## src/rtl/data_arith_narrow.sv

```systemverilog
`default_nettype none
// ============================================================================
// Module   : data_arith_narrow
// Purpose  : Pipelined multi-lane width reducer (wrap/saturate, signed or
//            unsigned) with per-lane, sticky and counted overflow status.
// Revision : 1.0 - initial release
// ============================================================================

package data_arith_narrow_pkg;
    typedef struct packed {
        logic Clock;
        logic Reset;
    } Data_Control_Control_T;

    typedef enum logic {
        Unsigned = 1'b0,
        Signed   = 1'b1
    } Data_Arith_SignedUnsigned_T;
endpackage

module data_arith_narrow
    import data_arith_narrow_pkg::*;
#(
    parameter int IN_W  = 8,
    parameter int OUT_W = 4,
    parameter int DEPTH = 2,
    parameter int CNT_W = 8
) (
    input  Data_Control_Control_T          ctrl,
    input  logic [DEPTH-1:0][IN_W-1:0]     in,
    input  logic                           in_valid,
    output logic                           in_ready,
    input  Data_Arith_SignedUnsigned_T     sign,
    input  logic                           saturate,
    output logic [DEPTH-1:0][OUT_W-1:0]    out,
    output logic                           out_valid,
    input  logic                           out_ready,
    output logic [DEPTH-1:0]               ovf,
    output logic [DEPTH-1:0]               ovf_sticky,
    output logic [CNT_W-1:0]               ovf_count,
    input  logic                           clear
);

    localparam int              C_K       = IN_W - OUT_W;
    localparam logic [CNT_W-1:0] C_CNT_MAX = '1;

    logic                        w_clk;
    logic                        w_rst;
    logic                        w_accept;
    logic                        w_handoff;
    logic [DEPTH-1:0]            w_ovf_new;
    logic [DEPTH-1:0][OUT_W-1:0] w_res;

    logic [DEPTH-1:0][OUT_W-1:0] out_q, out_d;
    logic [DEPTH-1:0]            ovf_q, ovf_d;
    logic                        out_valid_q, out_valid_d;
    logic [DEPTH-1:0]            sticky_q, sticky_d;
    logic [CNT_W-1:0]            count_q, count_d;

    assign w_clk = ctrl.Clock;
    assign w_rst = ctrl.Reset;

    // No skid buffer: readiness follows the consumer combinationally.
    assign in_ready  = !w_rst && (!out_valid_q || out_ready);
    assign w_accept  = in_valid && in_ready;
    assign w_handoff = out_valid_q && out_ready;

    for (genvar gi = 0; gi < DEPTH; gi++) begin : g_lane
        logic [C_K:0]     w_top;
        logic             w_ovf_s;
        logic             w_ovf_u;
        logic [OUT_W-1:0] w_sat;

        assign w_top   = in[gi][IN_W-1 -: C_K+1];
        // Signed fits only if the dropped bits all replicate the new sign bit.
        assign w_ovf_s = !((&w_top) || !(|w_top));
        assign w_ovf_u = |w_top[C_K:1];
        assign w_ovf_new[gi] = (sign == Signed) ? w_ovf_s : w_ovf_u;
        assign w_sat = (sign == Signed)
                     ? {in[gi][IN_W-1], {(OUT_W-1){~in[gi][IN_W-1]}}}
                     : {OUT_W{1'b1}};
        assign w_res[gi] = (saturate && w_ovf_new[gi]) ? w_sat : in[gi][OUT_W-1:0];
    end

    always_comb begin
        out_d       = out_q;
        ovf_d       = ovf_q;
        out_valid_d = out_valid_q;
        sticky_d    = clear ? '0 : sticky_q;
        count_d     = clear ? '0 : count_q;

        if (w_accept) begin
            out_d       = w_res;
            ovf_d       = w_ovf_new;
            out_valid_d = 1'b1;
            sticky_d    = sticky_d | w_ovf_new;
            if ((|w_ovf_new) && (count_d != C_CNT_MAX)) begin
                count_d = count_d + 1'b1;
            end
        end else if (w_handoff) begin
            out_valid_d = 1'b0;
        end
    end

    always_ff @(posedge w_clk) begin
        if (w_rst) begin
            out_q       <= '0;
            ovf_q       <= '0;
            out_valid_q <= 1'b0;
            sticky_q    <= '0;
            count_q     <= '0;
        end else begin
            out_q       <= out_d;
            ovf_q       <= ovf_d;
            out_valid_q <= out_valid_d;
            sticky_q    <= sticky_d;
            count_q     <= count_d;
        end
    end

    assign out        = out_q;
    assign ovf        = ovf_q;
    assign out_valid  = out_valid_q;
    assign ovf_sticky = sticky_q;
    assign ovf_count  = count_q;

endmodule

`default_nettype wire

```

## config.mk

```make
export PLATFORM = sky130hd
export DESIGN_NAME = data_arith_narrow
export DESIGN_NICKNAME = d
export VERILOG_FILES = /design/src/rtl/data_arith_narrow.sv
export SDC_FILE = /design/constraint.sdc
export NUM_CORES = 1
export LEC_CHECK = 0
export ABC_AREA = 1
export BUFFER_PORTS_ARGS = -buffer_cell sky130_fd_sc_hd__buf_2
export CAP_MARGIN = 20
export CORE_MARGIN = 5
export CORE_UTILIZATION = 48
export DETAILED_ROUTE_END_ITERATION = 8
export PLACE_DENSITY = 0.79
export SYNTH_ARGS = -nofsm -noshare
export SYNTH_HDL_FRONTEND = slang
export SYNTH_SLANG_ARGS = --single-unit
```

## constraint.sdc

```tcl
create_clock -name ctrl -period 1.97 [get_ports ctrl]
set_clock_uncertainty 0.2 [all_clocks]
set_input_delay 0.2955 -clock ctrl [delete_from_list [all_inputs] [get_ports ctrl]]
set_output_delay 0.2955 -clock ctrl [all_outputs]
set_load 0.005 [all_outputs]
```

==> qor.yml <==
status: "finished, violations left"
violations: "negative hold slack"
grtUsageTotal_pct: 21.77
clk_pin_slew_ns: 0.13
slowest_delay_ns: 0.20
cts.sinks: 21
whs_path_depth: 2
worst_pin_slew_ns: 0.2709
netlist_top_cells_area: "dfxtp_1, nand2_1, nor2_1, inv_1, a21boi_1"
post-place-ws_ns: -0.1672
crit_path_top_delay_cell: "buf_4"
switching_power_uw: 960.5
cp-start-kind: "clock port"
final_area_sq_um: 1634
grt_setup_unrepaired: "no"
swShare_pct: 45.16
vias: 1468
synth_cell_type_count: 22
drtAntennaViolNets: 0
setup_viol: 0
first_iter_violations: 39
critical-path-top-delay-family: "buffers and inverters"
reg2regPathDepth: 12
relSlewSlack_pct: 81.92
ys_ff_latch: 21
worstSetupPathType: "clk2reg"
viasPerCell: 4.926
die_area_sq_um: 3534
drive_gt1_share_pct: 37.31
cts_tree: "built"
place_inst: 258
p_leak_uw: 0.0009822
wirelength_um: 3064
use_met3_pct: 21.35
rows: 18
fillers: 233
grtUsageMet1_pct: 15.34
cp.depth: 9
final-seq-area_sq_um: 420.4
timing.final.ws_setup_ns: 0.1067
first_pass_iters: 7
yosys.area.top_type_share_pct: 35.82
syn_nets: 211
use_met2_pct: 24.02
drcViolationCount: 0
die_w_um: 59.45
multiInputGateArea_sq_um: 691.9
dpl-instance-area_sq_um: 1425
r2r_slack_ns: 0.22
p_per_area_nw_per_um2: 1302
required_ns: 2.04
grt_pass1_vias: 1899
pwr-share-clk_pct: 61.1
clk-insertion-delay-late_ns: 0.31
grt_overflow: 0
worstReg2RegStart: "ovf_count[1]"
synthesis.area_sq_um: 1174
pin_count: 45
seqPwrFrac_pct: 28.8
combPwrFrac_pct: 10.0
area.growth.synth_to_final_pct: 39.23
coreArea_sq_um: 2410
end_kind: "flop"
post-dp-hpwl_um: 2077
intPower_uw: 1166
drv_cap: 0
r2r-end: "ovf_count[6]"
min_path_type: "clk2reg"
hold_end: "out_valid"
path_cells: "buf_4, inv_4, nand3_4, buf_4, inv_2, nand3_2, nand2_1, nand2_1, nor2_1"
crit_arrival_ns: 1.93
fin_cells: 298
gp_congestion: 0.8130
crit_buf_inv: 4
nets: 292
hp-start: "ctrl[0]"
holdWs_ns: -0.3060
wire_per_inst_um: 10.28
grt_max_degree: 13
grt_pass1_wl_um: 5561
die_h_um: 59.45
yosysTopAreaCell: "dfxtp_1"
syn_inst: 187
finalHoldViolCount: 13
ir_worst_vdd_uv: 1105
diodes: 0
synth_warnings: 0
cp_max_fo: 10
slew_violations: 0
yosysSeqAreaShare_pct: 35.82
initial_core_util_pct: 48.70
antenna_found_initial: 0
busiest_layer: "met4"
syn_area_per_cell_sq_um: 6.276
portBuffers: 43
p_total_uw: 2127
-- synth_stat cells --
cell	number
dfxtp_1	21
a21oi_1	7
nand3_4	1
nor2_1	33
buf_1	1
nor2_4	1
buf_2	1
nand4_1	1
inv_2	5
ha_1	1
nand3_1	8
inv_1	15
o21ai_1	3
nor3b_1	1
nor3_2	1
nand2_2	5
inv_4	1
nand2_1	67
a21boi_1	6
and2_1	1
o21ai_0	4
nand3_2	3
-- worst max path at each step --
stage / from / endpoint / slack (ns)
final: ctrl[0] / ovf_count[1] / 0.11
after global routing: ctrl[0] / ovf_count[2] / 0.004
after CTS: ctrl[0] / in_ready / 0.01
after detailed placement: ctrl[0] / ovf_count[4] / -0.17
after global placement: ctrl[0] / ovf_count[4] / -0.17
after floorplan: ctrl[0] / ovf_count[4] / 0.003
-- cell families (layout without fill, tap and decap cells) --
logic type | Yosys count | count (layout) | share of synthesized area, %
and+or+nand+nor | 122 | 123 | 45.63
adders and majority gates | 1 | 1 | 1.066
DFF | 21 | 21 | 35.82
buffers and inverters | 23 | 103 | 7.675
AOI/OAI and AO/OA | 20 | 20 | 9.807
-- power groups by stage --
stage | registers, uW | clock network (uW) | logic (uW)
6_report | 614 | 1300 | 213
5_1_grt | 630 | 1490 | 246
4_1_cts | 611 | 1340 | 217
3_5_place_dp | 618 | 466 | 214
3_3_place_gp | 622 | 466 | 211
2_1_floorplan | 630 | 471 | 51.3
-- routing by layer --
metal,vias up,share of wire (%)
met5,-,0
met4,0,2.5
met3,17,8.0
met2,57,50
met1,650,40
li1,744,-
-- cells in the final DEF (no fill, tap or decap), drive strengths merged --
master and n:
nand3 13, nand4 1, a21boi 6, dfxtp 21
nor3 1, o21ai 7, inv 49, nor3b 1
a21oi 7, clkinv 1, and2 1, nand2 72
clkbuf 6, buf 47, nor2 34, ha 1
-- registers in the layout (all words and copies together), names as in the netlist --
register / count
ovf_sticky: 2
ovf_count: 8
out_valid: 1
out: 8
ovf: 2
-- final cells by class --
cell class,instances,area share [%]
inverter,16,3.828
timing repair buffer,42,12.86
tap,30,2.297
clock inverter,34,8.040
clock buffer,11,4.900
sequential,21,25.73
multi-input combinational,144,42.34
-- timing repair --
| action | 4_1_cts | 5_1_grt |
|---|---|---|
| setup buffers | 3 | 0 |
| endpoints found under the setup margin | 21 | 5 |
| hold buffers | 0 | 0 |
| gates resized for setup | 1 | 4 |
| gates cloned | 1 | 0 |
-- worst register-to-register path: stages, from the launching register on --
cell	delay, ns
dfxtp_1	0.39
nand2_1	0.08
inv_1	0.06
ha_1	0.13
inv_1	0.05
nor3_2	0.20
nand2_2	0.11
nor2_4	0.10
inv_2	0.07
nand3_1	0.11
nand2_1	0.06
nand2_1	0.05
nor2_1	0.03
-- per-stage QoR --
step                utilization (%)  TNS (ns)
floorplan                         -         0
global placement              59.14   -0.8161
detailed placement            59.14   -0.8170
CTS                           67.71         0
global route                  67.81         0
finish                        67.81         0
Note: power is estimated with default switching activity, not from simulation.
